--- config.mk ---
export PLATFORM = sky130hd
export DESIGN_NAME = display_scan_sched
export DESIGN_NICKNAME = d
export VERILOG_FILES = /design/src/rtl/display_scan_sched_pkg.sv /design/src/rtl/display_scan_sched_mask_next_index.sv /design/src/rtl/display_scan_sched.sv
export SDC_FILE = /design/constraint.sdc
export NUM_CORES = 1
export LEC_CHECK = 0
export BUFFER_PORTS_ARGS = -buffer_cell sky130_fd_sc_hd__buf_2
export CORE_MARGIN = 3
export CORE_UTILIZATION = 60
export CTS_CLUSTER_SIZE = 10
export DETAILED_ROUTE_END_ITERATION = 10
export PLACE_DENSITY = 0.93
export SETUP_SLACK_MARGIN = 0.3
export SYNTH_ARGS = -nofsm -noshare
export SYNTH_HDL_FRONTEND = slang
export SYNTH_SLANG_ARGS = --single-unit
--- constraint.sdc ---
create_clock -name clk -period 9.7 [get_ports clk]
set_clock_uncertainty 0.15 [all_clocks]
set_input_delay 1.94 -clock clk [delete_from_list [all_inputs] [get_ports clk]]
set_output_delay 1.94 -clock clk [all_outputs]
set_load 0.05 [all_outputs]
--- src/rtl/display_scan_sched_pkg.sv ---
// Shared definitions for the seven-segment display scan logic: state encoding,
// default geometry and the masked next-digit search.
package display_scan_sched_pkg;

  localparam int DEF_DIGITS = 8;
  localparam int DEF_SEL_W  = 3;
  localparam int MAX_DIGITS = 32;

  typedef enum logic [1:0] {
    ST_IDLE  = 2'd0,
    ST_BLANK = 2'd1,
    ST_SHOW  = 2'd2
  } scan_state_t;

  // Next set bit of mask strictly above cur; falls back to the lowest set bit.
  function automatic int next_set_bit(input logic [MAX_DIGITS-1:0] mask,
                                      input int cur,
                                      input int digits);
    int lowest;
    int above;
    lowest = 0;
    above  = -1;
    for (int i = MAX_DIGITS - 1; i >= 0; i--) begin
      if ((i < digits) && mask[i]) begin
        lowest = i;
        if (i > cur) begin
          above = i;
        end
      end
    end
    if (above >= 0) begin
      return above;
    end
    return lowest;
  endfunction

endpackage

--- src/rtl/display_scan_sched_mask_next_index.sv ---
// Combinational priority search: next enabled digit after cur, with a flag set
// when the search wrapped back to an index at or below cur.
module display_scan_sched_mask_next_index
  import display_scan_sched_pkg::*;
#(
  parameter int DIGITS = DEF_DIGITS,
  parameter int SEL_W  = DEF_SEL_W
) (
  input  logic [DIGITS-1:0] digit_mask,
  input  logic [SEL_W-1:0]  cur,
  output logic [SEL_W-1:0]  nxt,
  output logic              wrapped
);

  logic [MAX_DIGITS-1:0] mask_ext_s;

  assign mask_ext_s = MAX_DIGITS'(digit_mask);
  assign nxt        = SEL_W'(next_set_bit(mask_ext_s, int'(cur), DIGITS));
  assign wrapped    = (nxt <= cur);

endmodule

--- src/rtl/display_scan_sched.sv ---
// Digit scan scheduler: fixed slots per enabled digit, each opening with an
// anodes-off dead time, plus frame-counted blink blanking.
module display_scan_sched
  import display_scan_sched_pkg::*;
#(
  parameter int DIGITS       = DEF_DIGITS,
  parameter int SEL_W        = DEF_SEL_W,
  parameter int SLOT_CYC     = 1000,
  parameter int BLANK_CYC    = 16,
  parameter int BLINK_FRAMES = 64
) (
  input  logic              clk,
  input  logic              reset,
  input  logic              enable,
  input  logic [DIGITS-1:0] digit_mask,
  input  logic [DIGITS-1:0] blink_mask,
  input  logic              blink_en,
  output logic [SEL_W-1:0]  digit_sel,
  output logic [DIGITS-1:0] an_n,
  output logic              seg_en,
  output logic              frame_start
);

  localparam int SLOT_W  = (SLOT_CYC > 1) ? $clog2(SLOT_CYC) : 1;
  localparam int FRAME_W = (BLINK_FRAMES > 1) ? $clog2(BLINK_FRAMES) : 1;
  localparam logic [SLOT_W-1:0]  BLANK_LAST = SLOT_W'(BLANK_CYC - 1);
  localparam logic [SLOT_W-1:0]  SLOT_LAST  = SLOT_W'(SLOT_CYC - 1);
  localparam logic [FRAME_W-1:0] FRAME_LAST = FRAME_W'(BLINK_FRAMES - 1);

  scan_state_t         state_r,       state_s;
  logic [SEL_W-1:0]    sel_r,         sel_s;
  logic [SLOT_W-1:0]   slot_cnt_r,    slot_cnt_s;
  logic [FRAME_W-1:0]  frame_cnt_r,   frame_cnt_s;
  logic                phase_r,       phase_s;
  logic [DIGITS-1:0]   an_n_r,        an_n_s;
  logic                seg_en_r,      seg_en_s;
  logic                frame_start_r, frame_start_s;
  logic [SEL_W-1:0]    search_cur_s;
  logic [SEL_W-1:0]    search_nxt_s;
  logic                search_wrap_s;
  logic                hide_s;

  display_scan_sched_mask_next_index #(
    .DIGITS (DIGITS),
    .SEL_W  (SEL_W)
  ) u_next (
    .digit_mask (digit_mask),
    .cur        (search_cur_s),
    .nxt        (search_nxt_s),
    .wrapped    (search_wrap_s)
  );

  // From IDLE, search from the top index so the wrap lands on the lowest digit.
  always_comb begin
    search_cur_s = sel_r;
    if (state_r == ST_IDLE) begin
      search_cur_s = SEL_W'(DIGITS - 1);
    end else begin
      search_cur_s = sel_r;
    end
  end

  // Next-state, slot timer and frame/blink counters.
  always_comb begin
    state_s       = state_r;
    sel_s         = sel_r;
    slot_cnt_s    = slot_cnt_r;
    frame_cnt_s   = frame_cnt_r;
    phase_s       = phase_r;
    frame_start_s = 1'b0;
    if (!enable) begin
      state_s     = ST_IDLE;
      slot_cnt_s  = '0;
      frame_cnt_s = '0;
      phase_s     = 1'b0;
    end else begin
      case (state_r)
        ST_IDLE: begin
          slot_cnt_s  = '0;
          frame_cnt_s = '0;
          phase_s     = 1'b0;
          if (digit_mask != '0) begin
            state_s       = ST_BLANK;
            sel_s         = search_nxt_s;
            frame_start_s = 1'b1;
          end else begin
            state_s = ST_IDLE;
          end
        end
        ST_BLANK: begin
          slot_cnt_s = slot_cnt_r + SLOT_W'(1);
          if (slot_cnt_r == BLANK_LAST) begin
            state_s = ST_SHOW;
          end else begin
            state_s = ST_BLANK;
          end
        end
        ST_SHOW: begin
          if (slot_cnt_r == SLOT_LAST) begin
            slot_cnt_s = '0;
            if (digit_mask == '0) begin
              state_s     = ST_IDLE;
              frame_cnt_s = '0;
              phase_s     = 1'b0;
            end else begin
              state_s = ST_BLANK;
              sel_s   = search_nxt_s;
              if (search_wrap_s) begin
                frame_start_s = 1'b1;
                if (frame_cnt_r == FRAME_LAST) begin
                  frame_cnt_s = '0;
                  phase_s     = ~phase_r;
                end else begin
                  frame_cnt_s = frame_cnt_r + FRAME_W'(1);
                end
              end else begin
                frame_cnt_s = frame_cnt_r;
              end
            end
          end else begin
            slot_cnt_s = slot_cnt_r + SLOT_W'(1);
          end
        end
        default: begin
          state_s    = ST_IDLE;
          slot_cnt_s = '0;
        end
      endcase
    end
  end

  // Anode/segment drive for the coming cycle, registered below.
  always_comb begin
    hide_s   = blink_en & blink_mask[sel_s] & phase_s;
    an_n_s   = '1;
    seg_en_s = 1'b0;
    if ((state_s == ST_SHOW) && !hide_s) begin
      an_n_s[sel_s] = 1'b0;
      seg_en_s      = 1'b1;
    end else begin
      an_n_s   = '1;
      seg_en_s = 1'b0;
    end
  end

  // State and output registers.
  always_ff @(posedge clk or negedge reset) begin
    if (!reset) begin
      state_r       <= ST_IDLE;
      sel_r         <= '0;
      slot_cnt_r    <= '0;
      frame_cnt_r   <= '0;
      phase_r       <= 1'b0;
      an_n_r        <= '1;
      seg_en_r      <= 1'b0;
      frame_start_r <= 1'b0;
    end else begin
      state_r       <= state_s;
      sel_r         <= sel_s;
      slot_cnt_r    <= slot_cnt_s;
      frame_cnt_r   <= frame_cnt_s;
      phase_r       <= phase_s;
      an_n_r        <= an_n_s;
      seg_en_r      <= seg_en_s;
      frame_start_r <= frame_start_s;
    end
  end

  assign digit_sel   = sel_r;
  assign an_n        = an_n_r;
  assign seg_en      = seg_en_r;
  assign frame_start = frame_start_r;

endmodule
# [Word level (Yosys, flattened, before mapping)]
# Index checks and enable logic that the tools add are counted.
[totals] regBits=32 out_inout_bits=13 inputBits=20 word_cells=105
[op_classes] n_addsub=2 bitwise=4 n_reduce_logical=7 mux=64 order_cmp=11 n_eq_ne=9
[op_table] operator="$mux 32" n=14
[op_table] operator="$mux 3" n=15
[op_table] operator="$ge 32x1->1 const B" n=1
[op_table] operator="$mux 6" n=5
[op_table] operator="$mux 10" n=2
[op_table] operator="$pmux 10 s2" n=1
[op_table] operator="$mux 1" n=16
[op_table] operator="$gt 3x3->1 const A" n=4
[op_table] operator="$pmux 6 s2" n=1
[op_table] operator="$add 10x1->10 const B" n=1
[op_table] operator="$eq 10x10->1 const B" n=1
[op_table] operator="$eq 10x4->1 const B" n=1
[op_table] operator="$logic_not 8->1" n=1
[op_table] operator="$mux 8" n=1
[op_table] operator="$not 8->8" n=1
[op_table] operator="$reduce_bool 8->1" n=1
[op_table] operator="$add 6x1->6 const B" n=1
[op_table] operator="$eq 6x6->1 const B" n=1
[op_table] operator="$gt 2x3->1 const A" n=2
[op_table] operator="$mux 2" n=3
[op_table] operator="$pmux 2 s3" n=1
[op_table] operator="$pmux 3 s2" n=1
[op_table] operator="$eq 2x2->1 const B" n=2
[op_table] operator="$lt 3x4->1 const B" n=1
[op_table] operator="16 further kinds" n=19

# [Longest topological paths before layout]
# Gate-level depths: netlist (run 1).
[depth] depth_word=31 mapped_depth=17 ltp_nobuf=16

# [Cells and area by module]
# A second synthesis (run 1) with hierarchy kept.
[unflattened] hier_cells=227 area_unflattened_um2=2113.3
[modules_own_cells] module="display_scan_sched" cells_per_inst=181 seq_area_each_um2=810.8 area_per_inst_um2=1809.2 n_inst=1
[modules_own_cells] module="display_scan_sched_mask_next_index" cells_per_inst=46 seq_area_each_um2=0.0 area_per_inst_um2=304.0 n_inst=1

# [Worst setup path after synthesis (run 1)]
# OpenSTA, ideal clock, no wires.
[synth_path] kind="input-to-reg" from="in digit_mask[5]" to="reg frame_cnt_r[5]" path_stages=13 setup_ns=0.095 arrival_ns=4.452 path_buffers=0 required_ns=9.455 setup_slack_ns=5.002 cell_sequence="or3b_1 > a21oi_1 > a21o_1 > o21ai_1 > ha_1 > nor2b_1 > o21a_1 > o21ai_0 > nand2b_1 > a21oi_1 > and2_1 > or2_2 > o31ai_1"
[synth_between] elab_chain_cells=15 word_cells_on_any_way=27 cone_classes="2 x order compare; 1 x eq/ne; 22 x mux; 2 x reduce/logical"
[synth_lines] element="start: declaration" line_no="display_scan_sched.sv:15" text="input logic [DIGITS-1:0] digit_mask,"
[synth_lines] element="$mux 32" line_no="display_scan_sched_pkg.sv:24" text="if ((i < digits) && mask[i]) begin"
[synth_lines] element="$mux 32" line_no="display_scan_sched_pkg.sv:26" text="if (i > cur) begin"
[synth_lines] element="$mux 32" line_no="display_scan_sched_pkg.sv:24"
[synth_lines] element="$mux 32" line_no="display_scan_sched_pkg.sv:26"
[synth_lines] element="$mux 32" line_no="display_scan_sched_pkg.sv:24"
[synth_lines] element="$mux 32" line_no="display_scan_sched_pkg.sv:26"
[synth_lines] element="$mux 32" line_no="display_scan_sched_pkg.sv:24"
[synth_lines] element="$mux 32" line_no="display_scan_sched_pkg.sv:26"
[synth_lines] element="$mux 32" line_no="display_scan_sched_pkg.sv:24"
[synth_lines] element="$ge 32x1->1" line_no="display_scan_sched_pkg.sv:31" text="if (above >= 0) begin"
[synth_lines] element="$mux 3 or $mux 1 (tied branches)" line_no="display_scan_sched_pkg.sv:31"
[synth_lines] element="$mux 3" line_no="display_scan_sched_pkg.sv:34" text="return lowest;"
[synth_lines] element="$le 3x3->1" line_no="display_scan_sched_mask_next_index.sv:19" text="assign wrapped = (nxt <= cur);"
[synth_lines] element="$ne 4x4->1 (no source line)"
[synth_lines] element="$reduce_and 3->1 (no source line)"
[synth_lines] element="end signal: assignment" line_no="display_scan_sched.sv:161" text="frame_cnt_r <= frame_cnt_s;"
[synth_lines] element="end: declaration" line_no="display_scan_sched.sv:33" text="logic [FRAME_W-1:0] frame_cnt_r, frame_cnt_s;"
# Parallel ways exist; a longest one is shown, timed or not. The select of a mux whose other input is x is not followed.
# A chain may end at the register's enable or synchronous reset.

# [Worst setup path in the final report (run 1)]
[layout_path] from="in digit_mask[5]" to="reg seg_en_r, in the netlist seg_en"
[layout_between] elab_chain_cells=23 word_cells_on_any_way=45 cone_classes="2 x order compare; 1 x eq/ne; 36 x mux; 2 x bitwise; 4 x reduce/logical"
[layout_lines] element="$mux 32" line_no="display_scan_sched_pkg.sv:24"
[layout_lines] element="$mux 32" line_no="display_scan_sched_pkg.sv:26"
[layout_lines] element="$mux 32" line_no="display_scan_sched_pkg.sv:24"
[layout_lines] element="$mux 32" line_no="display_scan_sched_pkg.sv:26"
[layout_lines] element="$mux 32" line_no="display_scan_sched_pkg.sv:24"
[layout_lines] element="$mux 32" line_no="display_scan_sched_pkg.sv:26"
[layout_lines] element="$mux 32" line_no="display_scan_sched_pkg.sv:24"
[layout_lines] element="$mux 32" line_no="display_scan_sched_pkg.sv:26"
[layout_lines] element="(+7 left out)"
[layout_lines] element="$mux 3" line_no="display_scan_sched.sv:71" text="if (!enable) begin"
[layout_lines] element="$bmux 1 s3" line_no="display_scan_sched.sv:134" text="hide_s = blink_en & blink_mask[sel_s] & phase_s;"
[layout_lines] element="$mux 1 (not written as such)" line_no="display_scan_sched.sv:134"
[layout_lines] element="$and 1x1->1 (2 in series)" line_no="display_scan_sched.sv:134"
[layout_lines] element="$logic_not 1->1" line_no="display_scan_sched.sv:137" text="if ((state_s == ST_SHOW) && !hide_s) begin"
[layout_lines] element="$logic_and 1x1->1 *" line_no="display_scan_sched.sv:137"
[layout_lines] element="$mux 1 *" line_no="display_scan_sched.sv:137"
[layout_lines] element="via seg_en_s" line_no="display_scan_sched.sv:36" text="logic seg_en_r, seg_en_s;"
[layout_lines] element="end signal: assignment" line_no="display_scan_sched.sv:164" text="seg_en_r <= seg_en_s;"
[layout_lines] element="end: declaration" line_no="display_scan_sched.sv:36"
# Mark *: on every way through the listed nets, which the timed path passes. The rest lies on a longest branch. The select of a mux whose other input is x is not followed.

==> results of run 1 <==
-- cells in the mapped netlist, types with 4 or more instances --
master	n
nor2_1	31
dfrtp_1	24
nand2_1	18
inv_1	15
nand3_1	13
o21ai_0	13
a21oi_1	11
ha_1	9
dfstp_2	8
nand2b_1	7
nor2b_1	5
nor3_1	5
a31o_1	4
xor2_1	4
-- stage by stage --
| stage | hold WS (ps) | util [%] | worst slack (ps) |
|---|---|---|---|
| after CTS | 312 | 75.0 | 4790 |
| after detailed placement | 300 | 72.0 | 4450 |
| after global routing | 332 | 75.0 | 4510 |
| after floorplan | 283 | - | 5000 |
| final | 308 | 75.0 | 4710 |
| after global placement | 300 | 72.0 | 4560 |
-- flip-flops by register name (all words and copies together) (netlist names) --
register and flops:
state_r 2, digit_sel 3, frame_start 1, slot_cnt_r 10, seg_en 1, an_n 8, phase_r 1, frame_cnt_r 6
-- layer usage --
layer	GRT usage, %	vias up	part of all wire [%]
li1	-	956	-
met4	9.59	0	1.2
met3	5.30	8	5.5
met2	40.6	56	48
met1	30.3	937	45
met5	0	-	0
-- worst max-delay path, cell delays in order --
cell      delay, ps
buf_2           130
or3b_1          350
a21oi_1         250
a21o_1          120
o21ai_1         100
ha_1            330
nor2b_1         140
o21a_1          150
o21ai_0         320
nand4b_1        170
a21o_1          220
a311oi_1        550
a41oi_1         220
-- logic make-up (layout without fill, tap and decap cells) --
family                   count (synthesis)  count (layout)  share of synthesized area (%)
XOR/XNOR                                 7               7                           2.90
flip-flops                              32              32                           38.4
AO/OA/AOI/OAI                           64              64                           22.5
adder cells (fa/ha/maj)                  9               9                           5.33
AND/OR/NAND/NOR                        107             107                           26.2
multiplexers                             1               1                          0.710
buffers and inverters                   21              56                           3.97
-- cell type report --
| class | count | area, um2 |
|---|---|---|
| multi-input combinational | 188 | 1220 |
| sequential | 32 | 811 |
| fill | 246 | 801 |
| timing repair buffer | 32 | 160 |
| clock buffer | 7 | 65.1 |
| inverter | 16 | 62.6 |
| tap | 44 | 55.1 |
| clock inverter | 1 | 30.0 |
-- report_power, final --
part / switching [mW] / internal [mW]
Combinational: 0.0772 / 0.0425
Clock: 0.0448 / 0.0684
Sequential: 0.0128 / 0.138
-- path summary, 6_finish.rpt --
check / start / endpoint / slack (ps) / depth (start not counted)
worst min-delay path: slot_cnt_r[0]$_DFF_PN0_ / slot_cnt_r[0]$_DFF_PN0_ / 310 / 1
worst min register to register: slot_cnt_r[0]$_DFF_PN0_ / slot_cnt_r[0]$_DFF_PN0_ / 310 / 1
min in group asynchronous: reset / phase_r$_DFF_PN0_ / 1480 / 1
worst max register to register: state_r[0]$_DFF_PN0_ / seg_en$_DFF_PN0_ / 5750 / 13
max in group asynchronous: reset / digit_sel[0]$_DFF_PN0_ / 7480 / 1
worst max-delay path: digit_mask[5] / seg_en$_DFF_PN0_ / 4710 / 13
==> run metrics, run 1 <==
outcome=finished clean; CTS tree=built; number of setup buffers added after CTS=0; routed wire length per instance=14.7 um; pwr dens=160 nW/um2; worst skew pair latency=340 ps; Placement Cell Area=2310 um2; Setup TNS=0 ps; DRC viols=0; Worst EP required=9720 ps; Final min period=4990 ps; final clock period utilization by the worst path=51.5%; die width=65.3 um; initial DRC count=108; Synth Register Bits=32; I/O pin cnt=33; Cells after DPL=312; number of global-route vias before repair=1836; number of port buffers=32; GRT Overall Usage=24.2%; Hold Crit Class=reg -> reg; post-DP HPWL=3.57 mm; row cnt=20; most frequent cells in the layout=buf_2, nor2_1, dfrtp_1; cell area after synthesis=2110 um2; Distinct cells, synth=61; CTS clk-pin slew, worst paths=90 ps; total power=384 uW; H-tree levels=2; CP max FO=6; Pre-antenna DRT Iters=4; die outline area=4270 um2; post-synthesis async set-or-reset flop share=100%; Yosys top cell by area=dfrtp_1; Area growth syn-to-layout=13.7%; Leakage=1.03 nW; worst slew pin tran=690 ps; global-route wire length before repair=8.00 mm; endpoints failing setup=0; worst vdd ir=0.134 mV; pin count of the biggest net entering global routing=33; Hold-fix buffers, CTS=0; Seq/Total Area, Yosys=38.4%; Syn Inst Count=241; top cell type's share of synthesized area=28.4%; antenna violations before repair=0; Die Ht=65.3 um; GRT Residual Overflow=0; MaxCap Viol Count=0; Final nets=304; diode count=0; crit path capture type=register; critical path class=in -> reg; RSZ-0062 raised after global routing=no; clk buf depth=2; TritonCTS buffer count=5; final antenna-violating net count=0; top post-synthesis cells by area=dfrtp_1, dfstp_2, nor2_1; Finished Layout Cells=320; Initial Utilization=66.0%; Crit path arrival time=5020 ps; Fin. Hold Viols=0; core area=3200 um2; synth warn=0; layout cell share with drive strength beyond 1=21.7%; GPL Wtd Cong=0.885; Via Count=1957; launching element type of the critical path=input port; Routed WL=4.71 mm; post-route cell area=2400 um2; EDFF count, synth=0; Slew Viols, Final=0; commonest non-fill, non-tap cell in the layout=buf_2; vias per cell=6.12; CTS Sinks=32; root buffer cell=clkbuf_4; FMAX=0.200 GHz; Top FF cell, synth=dfrtp_1; worst rel slew slack=53.7%; synthesized area per cell=8.77 um2; Post-Syn Nets=270; Post-CTS Resized=0
Note: power is estimated with default switching activity, not from simulation.
==> run 2, diff against run 1 <==
- ABC_AREA: unset -> 1
- CORE_UTILIZATION: 60 -> 51
- PLACE_DENSITY: 0.93 -> 0.85
- clock period: 9.7 -> 4 ns (I/O delays scaled with it)
==> run 2 against run 1 <==
Compared with the run above:
- non-clock buffer count unchanged
- critical path depth increased by 14
- clock power increased by 120%
==> run metrics, run 2 <==
clk buf depth=2 (unchanged); Routed WL=4.39 mm (-6.8%); max FFs per register=10 (unchanged); Hold-fix buffers, CTS=0 (unchanged); commonest non-fill, non-tap cell in the layout=nand2_1; CP max stage cell=dfrtp_1; CTS clk-pin slew, worst paths=70 ps (-20 ps); Syn Inst Count=303 (+26%); Worst EP required=4040 ps (-5680 ps); top post-synthesis cells by area=dfrtp_1, nand2_1, dfstp_2; Hold EP=slot_cnt_r[0]$_DFF_PN0_; WHS Path Cells=1 (unchanged); Top FF cell, synth=dfrtp_1; Fin. Hold Viols=0 (unchanged); CP peak stage delay=400 ps (-150 ps); Distinct cells, synth=33 (-46%); diode count=0 (unchanged); final antenna-violating net count=0 (unchanged); worst skew pair latency=290 ps (-50 ps); post-route cell area=2480 um2 (+3.1%); hold_sp=slot_cnt_r[0]$_DFF_PN0_; GRT Residual Overflow=0 (unchanged); Crit path arrival time=3370 ps (-1650 ps); Synth top cells by count=nand2_1, inv_1, nor2_1, nand3_1, dfrtp_1; Seq/Total Area, Yosys=37.6% (-0.80 points); antenna violations before repair=0 (unchanged); CP bufs+invs=6 (+5); number of port buffers=32 (unchanged); Area growth syn-to-layout=14.7%; crit path capture type=register; post-DP HPWL=3.42 mm (-4.2%); post-synthesis async set-or-reset flop share=100% (unchanged); launching element type of the critical path=register; Die Ht=71.1 um (+8.7%); crit-path leading delay family=simple AND/OR/NAND/NOR gates; FF-to-FF End=seg_en$_DFF_PN0_; Slew Viols, Final=0 (unchanged); Leakage=1.26 nW (+22%); initial DRC count=96 (-11%); H-tree levels=2 (unchanged); worst rel slew slack=54.9% (+1.2 points); Pre-antenna DRT Iters=5 (+1); Reg-to-Reg Start=state_r[1]$_DFF_PN0_; core area=4030 um2 (+26%); cell area after synthesis=2160 um2 (+2.1%); R2R depth=27 (+14); number of global-route vias before repair=1872 (+2.0%); Via Count=1994 (+1.9%); Yosys top cell by area=dfrtp_1; synthesized area per cell=7.12 um2 (-19%); Post-Syn Nets=332 (+23%); outcome=finished clean; TritonCTS buffer count=5 (unchanged); CTS Sinks=32 (unchanged); die outline area=5050 um2 (+18%); global-route wire length before repair=7.84 mm (-2.0%); Most flops, register=slot_cnt_r; count leader, synth=nand2_1; layout cell share with drive strength beyond 1=23.6% (+1.9 points); DRC viols=0 (unchanged); Final nets=371 (+22%); Setup TNS=0 ps (unchanged); final clock period utilization by the worst path=83.2%; Initial Utilization=53.6% (-12 points); I/O pin cnt=33 (unchanged); root buffer cell=clkbuf_8; GPL Wtd Cong=0.879 (-0.63%); RSZ-0062 raised after global routing=yes; number of setup buffers added after CTS=0 (unchanged); critical path class=reg -> reg; CTS tree=built; GRT Overall Usage=19.5% (-4.7 points); FMAX=0.301 GHz; vias per cell=5.07 (-17%); Post-CTS Resized=0 (unchanged); worst vdd ir=0.174 mV (+30%); routed wire length per instance=11.2 um (-24%); EDFF count, synth=0 (unchanged); most frequent cells in the layout=nand2_1, inv_1, nor2_1; Synth Register Bits=32 (unchanged); Placement Cell Area=2380 um2 (+3.2%); endpoints failing setup=0 (unchanged); die width=71.1 um (+8.7%); MaxCap Viol Count=0 (unchanged); pin count of the biggest net entering global routing=33 (unchanged); CP max FO=9 (+3); top cell type's share of synthesized area=27.8% (-0.59 points); Hold Crit Class=reg -> reg; pwr dens=356 nW/um2 (+120%); Final min period=3330 ps; Most Frequent Cell on Critical Path=nand2_1; flop2flop setup slack=670 ps (-5080 ps); synth warn=0 (unchanged); row cnt=23 (+15%); worst slew pin tran=677 ps (-13.0 ps)
## run 2: cell types whose count changed after synthesis, moves of 4 or more
cell	change
nor2_1	+7
nand3_1	+15
inv_1	+35
nor2b_1	-5
nand3_2	+4
a31o_1	-4
inv_2	+8
nand2_1	+49
nor3_1	+4
o21ai_0	-6
nand2b_1	-7
nor2_2	+8
## run 2: cell families after synthesis
logic type	count (synthesis)	synth area share [%]
DFF	32	37.6
AOI/OAI and AO/OA	30	8.23
buffers and inverters	59	10.4
and+or+nand+nor	172	38.2
adders and majority gates	9	5.22
xor gates and xnor gates	1	0.406
## run 2: cell type report
class / instances / area (um2)
repair buffers: 32 / 160
well taps: 50 / 62.6
inverters: 59 / 224
multi-input cells: 212 / 1130
flip-flops and latches: 32 / 811
clock buffers: 8 / 90.1
fillers: 364 / 1550
## run 2: routing by layer
metal | up-vias | share of wire [%] | global-route usage, %
met5 | - | 0 | 0
met4 | 0 | 2.5 | 10.4
met3 | 8 | 4.8 | 3.84
met2 | 53 | 46 | 31.4
met1 | 892 | 46 | 24.6
li1 | 1041 | - | -
## run 2: through the flow
stage | hold WS [ps] | utilization [%] | setup slack [ps] | std cells | power, mW
detailed placement | 303 | 59.1 | 550 | 385 | 0.629
CTS | 311 | 61.3 | 536 | 393 | 0.884
global placement | 302 | 59.1 | 618 | 385 | 0.626
finish | 306 | 61.5 | 673 | 393 | 0.881
floorplan | 283 | - | 818 | 303 | 0.563
global route | 344 | 61.5 | 251 | 393 | 0.939
## run 2: power by group
| group | leakage, nW | switching (mW) | internal [mW] |
|---|---|---|---|
| registers | 0.412 | 0.0153 | 0.334 |
| clock network | 0.0455 | 0.114 | 0.140 |
| logic | 0.804 | 0.191 | 0.0862 |
| total | 1.26 | 0.320 | 0.560 |
## run 2: how the worst max path moves through the flow
stage	from	endpoint	slack [ps]	cells past startpoint
3_3_place_gp	digit_mask[7]	seg_en$_DFF_PN0_	620	24
6_report	state_r[1]$_DFF_PN0_	seg_en$_DFF_PN0_	670	27
3_5_place_dp	state_r[0]$_DFF_PN0_	seg_en$_DFF_PN0_	550	27
2_1_floorplan	state_r[0]$_DFF_PN0_	seg_en$_DFF_PN0_	820	27
4_1_cts	state_r[0]$_DFF_PN0_	seg_en$_DFF_PN0_	540	27
5_1_grt	state_r[0]$_DFF_PN0_	seg_en$_DFF_PN0_	250	28
==> run 3, diff against run 2 <==
- clock period: 4 -> 2.75 ns (I/O delays scaled with it)
==> run 3 against run 2 <==
Compared with the run above:
- the flow now finishes with violations (negative setup slack)
- first-iteration DRC count increased by 140%
- flip-flop and latch count is the same
- hold slack lost 170 ps
- setup slack worse by 1400 ps
- via count up 28%
- global-route usage increased by 5.8 points
- register-to-register slack got worse by 1400 ps
- clock-buffer cell count stayed put
- cell count is 15% higher
- maximum frequency down 5.7%
- critical endpoint is now frame_cnt_r[5]$_DFFE_PN0P_
==> run metrics, run 3 (same netlist as run 2, synthesis figures left out) <==
outcome=finished with violations; violated checks=negative setup slack; diode count=0 (unchanged); worst slack, placed=-387 ps (-937 ps); clk buf depth=2 (unchanged); Slew Viols, Final=0 (unchanged); max FFs per register=10 (unchanged); pwr dens=542 nW/um2 (+52%); die outline area=5050 um2 (unchanged); most frequent cells in the layout=nand2_1, buf_4, inv_1; Finished Layout Cells=451 (+15%); flop2flop setup slack=-780 ps (-1450 ps); final antenna-violating net count=0 (unchanged); Via Count=2549 (+28%); critical path class=reg -> reg; TritonCTS buffer count=5 (unchanged); DRC viols=0 (unchanged); Fin. Hold Viols=0 (unchanged); core area=4030 um2 (unchanged); CTS clk-pin slew, worst paths=80 ps (about the same); Die Ht=71.1 um (unchanged); crit-path leading delay family=simple AND/OR/NAND/NOR gates; Final WS setup=-776 ps (-1450 ps); antenna violations before repair=0 (unchanged); GPL Wtd Cong=0.943 (+7.2%); die width=71.1 um (unchanged); launching element type of the critical path=register; CP bufs+invs=7 (+1); row cnt=23 (unchanged); number of global-route vias before repair=2279 (+22%); vias per cell=5.65 (+11%); Crit path arrival time=3590 ps (+220 ps); Leakage=1.57 nW (+25%); root buffer cell=clkbuf_8; global-route wire length before repair=9.97 mm (+27%); Initial Utilization=53.6% (unchanged); H-tree levels=2 (unchanged); Most Frequent Cell on Critical Path=nor2_4; Setup TNS=-9250 ps (-9250 ps); GRT Overall Usage=25.3% (+5.8 points); Worst EP required=2810 ps (-1230 ps); Final nets=429 (+16%); worst vdd ir=0.339 mV (+95%); routed wire length per instance=17.2 um (+54%); Hold WS=131 ps (-174 ps); endpoints failing setup=17 (+17); Routed WL=7.76 mm (+77%); MaxCap Viol Count=0 (unchanged); post-DP HPWL=3.94 mm (+15%); final core occ=80.4% (+19 points); GRT Residual Overflow=0 (unchanged); Hold Crit Class=in -> async; I/O pin cnt=33 (unchanged); RSZ-0062 raised after global routing=yes; worst-path cell chain=inv_2 -> ha_4 -> nor2_4 -> nand2_4 -> nor3_4 -> nor2_4 -> nand3_2 -> nand2_2 -> inv_2 -> ha_4 -> buf_12 -> nand3_4 -> o21ai_4 -> buf_4 -> buf_4 -> o211ai_1 -> inv_1 -> nor2_4 -> inv_4 -> nand3_2 -> o22ai_2 -> a21oi_2; commonest non-fill, non-tap cell in the layout=nand2_1; pin count of the biggest net entering global routing=33 (unchanged); CP max stage cell=dfrtp_1; Cells after DPL=415 (+7.8%); Final min period=3530 ps (+200 ps); CP max FO=5 (-4); layout cell share with drive strength beyond 1=46.4% (+23 points); Area growth syn-to-layout=50.0%; crit path capture type=register; CTS Sinks=32 (unchanged); CP peak stage delay=380 ps (-20 ps); worst slew pin tran=714 ps (+36.9 ps); initial DRC count=234 (+140%); final clock period utilization by the worst path=128% (+45 points); Pre-antenna DRT Iters=5 (unchanged); worst rel slew slack=52.4% (-2.5 points); Most flops, register=slot_cnt_r; number of port buffers=32 (unchanged); FMAX=0.284 GHz (-5.7%); Hold-fix buffers, CTS=0 (unchanged); CTS tree=built; worst skew pair latency=310 ps (+20 ps)
run 3: per-stage QoR:
step	instance area [um2]	power [mW]
CTS	2970	1.55
detailed placement	2660	1.03
floorplan	2210	0.839
global placement	2660	1.02
global route	3240	1.82
finish	3240	1.76
run 3: final cells by class:
type	count	area, um2
multi-input cells	213	1420
fillers	254	791
repair buffers	89	627
clock buffers	8	90.1
well taps	50	62.6
inverters	59	226
flip-flops and latches	32	815
run 3: worst paths after layout:
path                            depth (start not counted)                    endpoint               startpoint
worst max-delay path                                   22  frame_cnt_r[5]$_DFFE_PN0P_     state_r[0]$_DFF_PN0_
worst min-delay path                                    1  frame_cnt_r[0]$_DFFE_PN0P_                    reset
worst max register to register                         22  frame_cnt_r[5]$_DFFE_PN0P_     state_r[0]$_DFF_PN0_
worst min register to register                          1     slot_cnt_r[0]$_DFF_PN0_  slot_cnt_r[0]$_DFF_PN0_
max in group asynchronous                               1      digit_sel[2]$_DFF_PN0_                    reset
min in group clk                                        1     slot_cnt_r[0]$_DFF_PN0_  slot_cnt_r[0]$_DFF_PN0_
run 3: power by group:
group	leakage [nW]	switching, mW	internal (mW)
Combinational	1.12	0.478	0.369
Clock	0.0455	0.192	0.204
Sequential	0.408	0.0245	0.488
Total	1.57	0.694	1.06
run 3: repair_timing:
action | 4_1_cts | 5_1_grt
endpoints found under the hold margin | 0 | 0
gates cloned | 1 | 0
buffers inserted | 18 | 9
pin swaps | 14 | 18
setup endpoints to repair | 17 | 18
gates resized for setup | 17 | 45
run 3: routing by layer:
layer	vias up	share of wire [%]	global-route usage, %
li1	1158	-	-
met1	1203	37	28.3
met2	139	50	43.7
met3	49	7.3	5.40
met4	0	6.5	15.7
met5	-	0	0
